<file path="src/rtl/wbuf_pkg.sv">
// Shared types and constants for the uncached store write buffer.
package wbuf_pkg;

    localparam int unsigned WB_ADDR_W = 32;
    localparam int unsigned WB_DATA_W = 32;
    localparam int unsigned WB_STRB_W = WB_DATA_W / 8;

    localparam logic [1:0] AXI_BURST_INCR = 2'b01;
    localparam logic [1:0] AXI_RESP_OKAY  = 2'b00;
    localparam logic [2:0] AXI_SIZE_WORD  = 3'b010;

    typedef struct packed {
        logic [WB_ADDR_W-1:0] addr;
        logic [WB_DATA_W-1:0] data;
        logic [WB_STRB_W-1:0] strb;
        logic [2:0]           size;
    } wbuf_entry_t;

    typedef enum logic [1:0] {
        IDLE = 2'd0,
        SEND = 2'd1,
        RESP = 2'd2
    } wbuf_state_t;

    // Fold a new store into an existing entry of the same word.
    function automatic wbuf_entry_t wbuf_merge(input wbuf_entry_t old_e, input wbuf_entry_t new_e);
        wbuf_entry_t r;
        r = old_e;
        for (int b = 0; b < int'(WB_STRB_W); b++) begin
            if (new_e.strb[b]) begin
                r.data[8*b +: 8] = new_e.data[8*b +: 8];
            end
        end
        r.strb = old_e.strb | new_e.strb;
        r.size = AXI_SIZE_WORD;
        return r;
    endfunction

endpackage

</file>
<file path="src/rtl/uncached_wbuf_if.sv">
// AXI write address/data/response channel bundle of the uncached write buffer.
interface uncached_wbuf_if #(
    parameter int unsigned ADDR_W = 32,
    parameter int unsigned DATA_W = 32
);
    localparam int unsigned STRB_W = DATA_W / 8;

    logic [3:0]        awid;
    logic [ADDR_W-1:0] awaddr;
    logic [7:0]        awlen;
    logic [2:0]        awsize;
    logic [1:0]        awburst;
    logic              awvalid;
    logic              awready;
    logic [3:0]        wid;
    logic [DATA_W-1:0] wdata;
    logic [STRB_W-1:0] wstrb;
    logic              wlast;
    logic              wvalid;
    logic              wready;
    logic              bvalid;
    logic [1:0]        bresp;
    logic              bready;

    modport master (
        output awid, awaddr, awlen, awsize, awburst, awvalid,
        input  awready,
        output wid, wdata, wstrb, wlast, wvalid,
        input  wready,
        input  bvalid, bresp,
        output bready
    );

    modport slave (
        input  awid, awaddr, awlen, awsize, awburst, awvalid,
        output awready,
        input  wid, wdata, wstrb, wlast, wvalid,
        output wready,
        output bvalid, bresp,
        input  bready
    );
endinterface

</file>
<file path="src/rtl/wbuf_fifo.sv">
// Ring storage for queued stores with per-entry word-address compare.
module wbuf_fifo
    import wbuf_pkg::*;
#(
    parameter int unsigned DEPTH = 4
) (
    input  logic                   clk,
    input  logic                   rst_n,
    input  logic                   push,
    input  logic                   merge,
    input  logic                   pop,
    input  wbuf_entry_t            wr_entry,
    input  logic [WB_ADDR_W-3:0]   chk_word,
    output wbuf_entry_t            head_entry,
    output wbuf_entry_t            tail_entry,
    output logic [$clog2(DEPTH):0] count,
    output logic [DEPTH-1:0]       match
);
    localparam int unsigned PTR_W = $clog2(DEPTH);
    localparam int unsigned CNT_W = PTR_W + 1;

    wbuf_entry_t      mem [DEPTH];
    logic [PTR_W-1:0] head;
    logic [PTR_W-1:0] tail;
    logic [PTR_W-1:0] tail_last;

    assign tail_last  = tail - PTR_W'(1);
    assign head_entry = mem[head];
    assign tail_entry = mem[tail_last];

    // Pointer, occupancy and storage update; pointers wrap naturally (power-of-two depth).
    always_ff @(posedge clk or negedge rst_n) begin
        if (!rst_n) begin
            head  <= '0;
            tail  <= '0;
            count <= '0;
            for (int i = 0; i < int'(DEPTH); i++) begin
                mem[i] <= '0;
            end
        end else begin
            if (push) begin
                mem[tail] <= wr_entry;
                tail      <= tail + PTR_W'(1);
            end
            if (merge) begin
                mem[tail_last] <= wr_entry;
            end
            if (pop) begin
                head <= head + PTR_W'(1);
            end
            if (push && !pop) begin
                count <= count + CNT_W'(1);
            end else if (pop && !push) begin
                count <= count - CNT_W'(1);
            end
        end
    end

    // Word-address match over occupied slots only.
    always_comb begin
        logic [PTR_W-1:0] offset;
        offset = '0;
        match  = '0;
        for (int i = 0; i < int'(DEPTH); i++) begin
            offset = PTR_W'(i) - head;
            if ((CNT_W'(offset) < count) &&
                (mem[i].addr[WB_ADDR_W-1:2] == chk_word)) begin
                match[i] = 1'b1;
            end
        end
    end

endmodule

</file>
<file path="src/rtl/uncached_wbuf.sv">
// Uncached store write buffer: queues single-beat stores and drains them
// in order as one AXI write each. Optional store merging: WBUF_MERGE_EN.
module uncached_wbuf
    import wbuf_pkg::*;
#(
    parameter int unsigned DEPTH  = 4,
    parameter int unsigned ADDR_W = WB_ADDR_W,
    parameter int unsigned DATA_W = WB_DATA_W,
    parameter logic [3:0]  AXI_ID = 4'h1
) (
    input  logic                aclk,
    input  logic                aresetn,
    input  logic                wb_req,
    input  logic [ADDR_W-1:0]   wb_addr,
    input  logic [DATA_W-1:0]   wb_data,
    input  logic [DATA_W/8-1:0] wb_strb,
    input  logic [2:0]          wb_size,
    output logic                wb_ready,
    input  logic [ADDR_W-1:0]   chk_addr,
    output logic                chk_hit,
    output logic                wb_empty,
    output logic                bus_err,
    uncached_wbuf_if.master     axi
);
    localparam int unsigned CNT_W = $clog2(DEPTH) + 1;

    wbuf_state_t      state_q, state_d;
    logic             awvalid_q, awvalid_d;
    logic             wvalid_q, wvalid_d;
    logic             bready_q, bready_d;
    logic             bus_err_q, bus_err_d;
    logic             aw_done, w_done;
    logic             pop;
    logic             push;
    logic             merge;
    logic             merge_hit;
    logic             has_room;
    logic [CNT_W-1:0] count;
    logic [DEPTH-1:0] match;
    wbuf_entry_t      new_entry;
    wbuf_entry_t      wr_entry;
    wbuf_entry_t      head_entry;
    wbuf_entry_t      tail_entry;
    logic             unused_bits;

    assign new_entry = '{addr: wb_addr, data: wb_data, strb: wb_strb, size: wb_size};
    assign has_room  = (count < CNT_W'(DEPTH));

`ifdef WBUF_MERGE_EN
    // Merge into the youngest entry unless that entry is the head already on the bus.
    assign merge_hit = (count != '0) &&
                       (tail_entry.addr[ADDR_W-1:2] == wb_addr[ADDR_W-1:2]) &&
                       !((count == CNT_W'(1)) && (state_q != IDLE));
    assign wr_entry    = merge ? wbuf_merge(tail_entry, new_entry) : new_entry;
    assign unused_bits = ^chk_addr[1:0];
`else
    assign merge_hit   = 1'b0;
    assign wr_entry    = new_entry;
    assign unused_bits = ^{chk_addr[1:0], tail_entry};
`endif

    assign wb_ready = has_room || merge_hit;
    assign merge    = wb_req && merge_hit;
    assign push     = wb_req && has_room && !merge_hit;

    wbuf_fifo #(.DEPTH(DEPTH)) u_fifo (
        .clk        (aclk),
        .rst_n      (aresetn),
        .push       (push),
        .merge      (merge),
        .pop        (pop),
        .wr_entry   (wr_entry),
        .chk_word   (chk_addr[ADDR_W-1:2]),
        .head_entry (head_entry),
        .tail_entry (tail_entry),
        .count      (count),
        .match      (match)
    );

    // Sequencer state and registered handshake outputs.
    always_ff @(posedge aclk or negedge aresetn) begin
        if (!aresetn) begin
            state_q   <= IDLE;
            awvalid_q <= 1'b0;
            wvalid_q  <= 1'b0;
            bready_q  <= 1'b0;
            bus_err_q <= 1'b0;
        end else begin
            state_q   <= state_d;
            awvalid_q <= awvalid_d;
            wvalid_q  <= wvalid_d;
            bready_q  <= bready_d;
            bus_err_q <= bus_err_d;
        end
    end

    // Next state: issue AW and W together, retire each on its own handshake, then wait for B.
    always_comb begin
        state_d   = state_q;
        awvalid_d = awvalid_q;
        wvalid_d  = wvalid_q;
        bready_d  = bready_q;
        bus_err_d = bus_err_q;
        aw_done   = 1'b0;
        w_done    = 1'b0;
        pop       = 1'b0;
        unique case (state_q)
            IDLE: begin
                if (count != '0) begin
                    state_d   = SEND;
                    awvalid_d = 1'b1;
                    wvalid_d  = 1'b1;
                end
            end
            SEND: begin
                aw_done = !awvalid_q || axi.awready;
                w_done  = !wvalid_q || axi.wready;
                if (awvalid_q && axi.awready) begin
                    awvalid_d = 1'b0;
                end
                if (wvalid_q && axi.wready) begin
                    wvalid_d = 1'b0;
                end
                if (aw_done && w_done) begin
                    state_d  = RESP;
                    bready_d = 1'b1;
                end
            end
            RESP: begin
                if (axi.bvalid && bready_q) begin
                    pop      = 1'b1;
                    bready_d = 1'b0;
                    if (axi.bresp != AXI_RESP_OKAY) begin
                        bus_err_d = 1'b1;
                    end
                    if (count != CNT_W'(1)) begin
                        state_d   = SEND;
                        awvalid_d = 1'b1;
                        wvalid_d  = 1'b1;
                    end else begin
                        state_d = IDLE;
                    end
                end
            end
            default: begin
                state_d = IDLE;
            end
        endcase
    end

    assign chk_hit  = |match;
    assign wb_empty = (count == '0) && (state_q == IDLE);
    assign bus_err  = bus_err_q;

    assign axi.awid    = AXI_ID;
    assign axi.awaddr  = head_entry.addr;
    assign axi.awlen   = 8'h00;
    assign axi.awsize  = head_entry.size;
    assign axi.awburst = AXI_BURST_INCR;
    assign axi.awvalid = awvalid_q;
    assign axi.wid     = AXI_ID;
    assign axi.wdata   = head_entry.data;
    assign axi.wstrb   = head_entry.strb;
    assign axi.wlast   = 1'b1;
    assign axi.wvalid  = wvalid_q;
    assign axi.bready  = bready_q;

endmodule

</file>
<file path="src/flat_wrapper.sv">
// flat-port wrapper written by rule: the top's interface ports become plain ports
module uncached_wbuf_flat import wbuf_pkg::*;
#(
    parameter int unsigned DEPTH  = 4,
    parameter int unsigned ADDR_W = WB_ADDR_W,
    parameter int unsigned DATA_W = WB_DATA_W,
    parameter logic [3:0]  AXI_ID = 4'h1
)
  (aclk, aresetn, wb_req, wb_addr, wb_data, wb_strb, wb_size, wb_ready, chk_addr, chk_hit, wb_empty, bus_err, axi_awid, axi_awaddr, axi_awlen, axi_awsize, axi_awburst, axi_awvalid, axi_awready, axi_wid, axi_wdata, axi_wstrb, axi_wlast, axi_wvalid, axi_wready, axi_bvalid, axi_bresp, axi_bready);
  uncached_wbuf_if #(.ADDR_W(ADDR_W), .DATA_W(DATA_W)) axi_i ();
  input  logic aclk;
  input  logic aresetn;
  input  logic wb_req;
  input  logic [ADDR_W-1:0] wb_addr;
  input  logic [DATA_W-1:0] wb_data;
  input  logic [DATA_W/8-1:0] wb_strb;
  input  logic [2:0] wb_size;
  output logic wb_ready;
  input  logic [ADDR_W-1:0] chk_addr;
  output logic chk_hit;
  output logic wb_empty;
  output logic bus_err;
  output wire logic [$bits(axi_i.awid)-1:0] axi_awid;
  output wire logic [$bits(axi_i.awaddr)-1:0] axi_awaddr;
  output wire logic [$bits(axi_i.awlen)-1:0] axi_awlen;
  output wire logic [$bits(axi_i.awsize)-1:0] axi_awsize;
  output wire logic [$bits(axi_i.awburst)-1:0] axi_awburst;
  output wire logic [$bits(axi_i.awvalid)-1:0] axi_awvalid;
  input wire logic [$bits(axi_i.awready)-1:0] axi_awready;
  output wire logic [$bits(axi_i.wid)-1:0] axi_wid;
  output wire logic [$bits(axi_i.wdata)-1:0] axi_wdata;
  output wire logic [$bits(axi_i.wstrb)-1:0] axi_wstrb;
  output wire logic [$bits(axi_i.wlast)-1:0] axi_wlast;
  output wire logic [$bits(axi_i.wvalid)-1:0] axi_wvalid;
  input wire logic [$bits(axi_i.wready)-1:0] axi_wready;
  input wire logic [$bits(axi_i.bvalid)-1:0] axi_bvalid;
  input wire logic [$bits(axi_i.bresp)-1:0] axi_bresp;
  output wire logic [$bits(axi_i.bready)-1:0] axi_bready;
  assign axi_awid = axi_i.awid;
  assign axi_awaddr = axi_i.awaddr;
  assign axi_awlen = axi_i.awlen;
  assign axi_awsize = axi_i.awsize;
  assign axi_awburst = axi_i.awburst;
  assign axi_awvalid = axi_i.awvalid;
  assign axi_i.awready = axi_awready;
  assign axi_wid = axi_i.wid;
  assign axi_wdata = axi_i.wdata;
  assign axi_wstrb = axi_i.wstrb;
  assign axi_wlast = axi_i.wlast;
  assign axi_wvalid = axi_i.wvalid;
  assign axi_i.wready = axi_wready;
  assign axi_i.bvalid = axi_bvalid;
  assign axi_i.bresp = axi_bresp;
  assign axi_bready = axi_i.bready;
  uncached_wbuf #(.DEPTH(DEPTH), .ADDR_W(ADDR_W), .DATA_W(DATA_W), .AXI_ID(AXI_ID)) u_core (.aclk(aclk), .aresetn(aresetn), .wb_req(wb_req), .wb_addr(wb_addr), .wb_data(wb_data), .wb_strb(wb_strb), .wb_size(wb_size), .wb_ready(wb_ready), .chk_addr(chk_addr), .chk_hit(chk_hit), .wb_empty(wb_empty), .bus_err(bus_err), .axi(axi_i));
endmodule
</file>
<file path="config.mk">
export PLATFORM = sky130hd
export DESIGN_NAME = uncached_wbuf_flat
export DESIGN_NICKNAME = d
export VERILOG_FILES = /design/src/rtl/wbuf_pkg.sv /design/src/rtl/uncached_wbuf_if.sv /design/src/rtl/wbuf_fifo.sv /design/src/rtl/uncached_wbuf.sv /design/src/flat_wrapper.sv
export SDC_FILE = /design/constraint.sdc
export NUM_CORES = 1
export LEC_CHECK = 0
export BUFFER_PORTS_ARGS = -buffer_cell sky130_fd_sc_hd__buf_2
export CAP_MARGIN = 0
export CORE_ASPECT_RATIO = 0.8
export CORE_UTILIZATION = 25
export CTS_CLUSTER_SIZE = 40
export DETAILED_ROUTE_END_ITERATION = 8
export GPL_TIMING_DRIVEN = 0
export HOLD_SLACK_MARGIN = 0.05
export PLACE_DENSITY = 0.51
export SLEW_MARGIN = 20
export SYNTH_ARGS = -nofsm -noshare
export SYNTH_HDL_FRONTEND = slang
export SYNTH_SLANG_ARGS = --single-unit
</file>
<file path="constraint.sdc">
create_clock -name aclk -period 6.6 [get_ports aclk]
set_input_delay 1.65 -clock aclk [delete_from_list [all_inputs] [get_ports aclk]]
set_output_delay 1.65 -clock aclk [all_outputs]
set_load 0.01 [all_outputs]
</file>
==> results_tabular.tex <==
\begin{tabular}{lr}
\hline
Metric & Value \\
\hline
\multicolumn{2}{l}{\textbf{GRT}} \\
\quad Busiest grt layer & met1 \\
\quad GRT overflow & 0 \\
\quad Number of global-route vias before repair & 9,660 \\
\quad Met2 usage & about a fifth \\
\quad Tot GR Track Use & 14.7\% \\
\quad Met1 GRT Util & between 20\% and 30\% \\
\quad Global Route met3 Usage & under 10\% \\
\quad Number of antenna violations at the first check in global routing & 13 \\
\quad Wire length of the first global-routing pass & between 60 and 70 mm \\
\quad Pin count of the biggest net entering global routing & 82 \\
\multicolumn{2}{l}{\textbf{STA}} \\
\quad Worst Skew & about 0.037 ns \\
\quad Worst hold slack & between 0.4 and 0.5 ns \\
\quad RSZ-0062 raised after global routing & no \\
\quad Fin. max-slew vios & 0 \\
\quad Maximum clock frequency & 192 MHz \\
\quad Final hold violation count & 0 \\
\quad Number of setup violations in the final report & 0 \\
\quad Final worst path period share & about four fifths \\
\quad Max-slew headroom at the worst pin & roughly 44\% \\
\quad Final setup slack of the worst path & between 1 and 1.5 ns \\
\quad Worst slew pin tran & 0.839 ns \\
\quad Final critical-path required period & 5.21 ns \\
\multicolumn{2}{l}{\textbf{CTS}} \\
\quad Hold bufs inserted after CTS & 0 \\
\quad TritonCTS Buffers & 36 \\
\quad TritonCTS clock tree & done \\
\quad H-tree level count & 2 \\
\quad Clock slew seen by the registers of the worst setup and hold paths & 0.05 ns \\
\quad Sinks on the clock net & about 300 \\
\quad Count of cells resized by post-cts repair & 0 \\
\quad Number of buffers inserted to repair setup after CTS & 0 \\
\quad Worst-case clock buffer depth & 3 \\
\quad Source-to-sink clock delay at the later pin of the worst-skew pair & roughly 0.56 ns \\
\quad Master cell of the clock root buffer & sky130\_fd\_sc\_hd\_\_clkbuf\_16 \\
\multicolumn{2}{l}{\textbf{Yosys}} \\
\quad Yosys warning total & 0 \\
\quad Post-Syn Instances & approximately 960 \\
\quad Unique masters post-synth & 38 \\
\quad Fraction of synthesis flops using an asynchronous set or reset pin & 100\% \\
\quad Netlist area before placement & $\sim$15,000 um\^{}2 \\
\quad Biggest area contributors in the synthesized netlist & sky130\_fd\_sc\_hd\_\_dfrtp\_1 (51\%), sky130\_fd\_sc\_hd\_\_mux2\_1 (22\%), sky130\_fd\_sc\_hd\_\_mux4\_2 (11\%) \\
\quad Average cell area after synthesis & 15.1 um\^{}2 \\
\quad Commonest register cell after synthesis & sky130\_fd\_sc\_hd\_\_dfrtp\_1 \\
\quad Share of the synthesized area in the top cell type & about half \\
\quad Cell taking the most area after synthesis & sky130\_fd\_sc\_hd\_\_dfrtp\_1 \\
\quad Share of synthesized area occupied by flip-flops and latches & between 50\% and 60\% \\
\quad Synthesized flop and latch total & just under 300 \\
\quad EDFF count, synth & 0 \\
\multicolumn{2}{l}{\textbf{Critical path}} \\
\quad Required time worst endpoint & around 5.0 ns \\
\quad Kind of start point of the critical path & primary input \\
\quad Arrival time worst endpoint & between 3 and 4 ns \\
\quad Critical path type & primary input to output pin \\
\quad Maximum net fanout on the critical path & 4 \\
\quad Worst setup EP type & output pin \\
\multicolumn{2}{l}{\textbf{Power}} \\
\quad Areal power density over the cells & about 520 nW/um\^{}2 \\
\quad Post-route total power & approximately 9 mW \\
\quad Peak supply drop & roughly 260 uV \\
\quad Pleak & slightly below 8 nW \\
\multicolumn{2}{l}{\textbf{Drt}} \\
\quad Number of vias per cell after detailed routing & $\sim$4.5 \\
\quad First-pass detailed-route iteration total & 4 \\
\quad Residual antenna-violating net count after detailed routing & 0 \\
\quad Number of design rule violations left after detail routing & 0 \\
\quad Number of vias in the routed layout & about 9,000 \\
\quad Routed len/inst & between 20 and 25 um \\
\quad Initial drt markers & 340 \\
\quad Routed wire length & roughly 43 mm \\
\multicolumn{2}{l}{\textbf{Floorplan}} \\
\quad Row count & 78 \\
\quad Core box area & 57,100 um\^{}2 \\
\quad DIE AREA & between 50,000 and 60,000 um\^{}2 \\
\quad Die Height & around 220 um \\
\quad Boundary pin count & 208 \\
\quad Starting density of the core & about a quarter \\
\quad DIE WIDTH & 272 um \\
\multicolumn{2}{l}{\textbf{Run status}} \\
\quad Result of the run & finished clean \\
\multicolumn{2}{l}{\textbf{Layout}} \\
\quad Fillers & around 5,800 \\
\quad Post-route cell area & around 18,000 um\^{}2 \\
\quad Layout cell share with drive strength beyond 1 & 31.5\% \\
\quad Number of nets in the layout & roughly 1,300 \\
\quad Area growth from synthesis to layout & 22.2\% \\
\quad Filler-free cell count of the finished design & $\sim$2,000 \\
\multicolumn{2}{l}{\textbf{Place}} \\
\quad Detail Placement HPWL & approximately 31 mm \\
\quad Placed cell areas & around 17,000 um\^{}2 \\
\quad IO Port Bufs & approximately 190 \\
\quad Routability-driven placement congestion ratio & between 0.8 and 0.9 \\
\quad Place WS & 1.47 ns \\
\quad Placed cell count & approximately 1,900 \\
\multicolumn{2}{l}{\textbf{Flow run}} \\
\quad Maximum capacitance violations & 0 \\
\multicolumn{2}{l}{\textbf{Worst hold path}} \\
\quad Min-Delay Path Class & flop to flop \\
\hline
\end{tabular}
## cells by family after synthesis
family                   count (synthesis)  synth area share (%)
other                                    2                0.0517
AND/OR/NAND/NOR                         62                  2.50
multiplexers                           358                  33.2
AO/OA/AOI/OAI                           22                  1.03
XOR/XNOR                               127                  7.65
buffers and inverters                   78                  2.94
adder cells (fa/ha/maj)                 17                  1.46
flip-flops                             297                  51.1
## state kept, by name, indices dropped and copies added, names as in the netlist
register	count
u_core.axi.bready	1
u_core.state_q	2
u_core.u_fifo.mem	284
u_core.u_fifo.tail	2
u_core.u_fifo.count	3
u_core.axi.awvalid	1
u_core.axi.wvalid	1
u_core.bus_err	1
u_core.u_fifo.head	2
## cells in the mapped netlist, drive strengths merged (2+ instances only)
| master | number |
|---|---|
| inv | 13 |
| ha | 17 |
| mux2i | 2 |
| a2111oi | 3 |
| conb | 2 |
| o2bb2ai | 2 |
| dfrtp | 297 |
| mux4 | 71 |
| nor3 | 5 |
| xnor2 | 22 |
| nand2 | 12 |
| nand4 | 9 |
| nor4 | 23 |
| nor2 | 4 |
| mux2 | 285 |
| buf | 64 |
| o21ai | 3 |
| nand3 | 6 |
| xor2 | 105 |
| a21oi | 6 |
## per-stage QoR
stage	TNS [ns]	utilization, %
6_report	0	31.1
5_1_grt	0	31.1
4_1_cts	0	31.1
3_5_place_dp	0	29.0
3_3_place_gp	-598.54	28.9
2_1_floorplan	0	-
## layout make-up
class | instances | area [um^2] | share of cell area [%]
Clock inverter | 15 | 181 | 1.02
Multi-Input combinational cell | 605 | 6740 | 37.9
Sequential cell | 297 | 7430 | 41.8
Antenna cell | 3 | 7.51 | 0.0423
Timing Repair Buffer | 188 | 1020 | 5.73
Clock buffer | 47 | 1000 | 5.64
Tap cell | 760 | 951 | 5.35
Buffer | 65 | 379 | 2.13
Inverter | 13 | 48.8 | 0.275
## worst paths after layout
| path | from | to | slack, ns | depth (start not counted) |
|---|---|---|---|---|
| worst max-delay path | chk_addr[31] | chk_hit | 1.39 | 7 |
| worst min-delay path | u_core.bus_err | u_core.bus_err | 0.47 | 1 |
| worst max register to register | u_core.u_fifo.count[2] | u_core.u_fifo.mem[74] | 4.64 | 5 |
| worst min register to register | u_core.bus_err | u_core.bus_err | 0.47 | 1 |
| max in group asynchronous | aresetn | u_core.bus_err | 4.31 | 3 |
| min in group asynchronous | aresetn | u_core.u_fifo.mem[181] | 1.09 | 1 |
## placed cells by master (no fill, tap or decap), types with 8 or more instances in the layout
| cell | n |
|---|---|
| sky130_fd_sc_hd__inv_1 | 12 |
| sky130_fd_sc_hd__nand4_1 | 9 |
| sky130_fd_sc_hd__ha_1 | 17 |
| sky130_fd_sc_hd__dfrtp_1 | 297 |
| sky130_fd_sc_hd__xnor2_1 | 22 |
| sky130_fd_sc_hd__buf_4 | 25 |
| sky130_fd_sc_hd__xor2_1 | 105 |
| sky130_fd_sc_hd__clkbuf_16 | 36 |
| sky130_fd_sc_hd__mux4_2 | 71 |
| sky130_fd_sc_hd__mux2_1 | 280 |
| sky130_fd_sc_hd__nor4_1 | 20 |
| sky130_fd_sc_hd__conb_1 | 19 |
| sky130_fd_sc_hd__buf_2 | 217 |
| sky130_fd_sc_hd__nand2_1 | 8 |
## power by group
part	switching, mW	leakage [nW]	internal [mW]
clock network	0.844	0.580	1.19
logic	1.92	3.68	1.92
registers	0.620	3.57	2.74
## critical path: stages
cell and delay, ns:
sky130_fd_sc_hd__buf_2 0.14, sky130_fd_sc_hd__xor2_1 0.19, sky130_fd_sc_hd__nor4_1 0.52, sky130_fd_sc_hd__nand4_1 0.30, sky130_fd_sc_hd__a2111oi_0 0.37, sky130_fd_sc_hd__or4_1 0.23, sky130_fd_sc_hd__buf_2 0.15
## routing by layer
metal	wire, um	share of wire [%]
met4	759	1.8
met1	20200	47
met3	3760	8.7
met5	158	0.37
met2	18100	42
No activity file was read; power rests on OpenSTA's default activity.
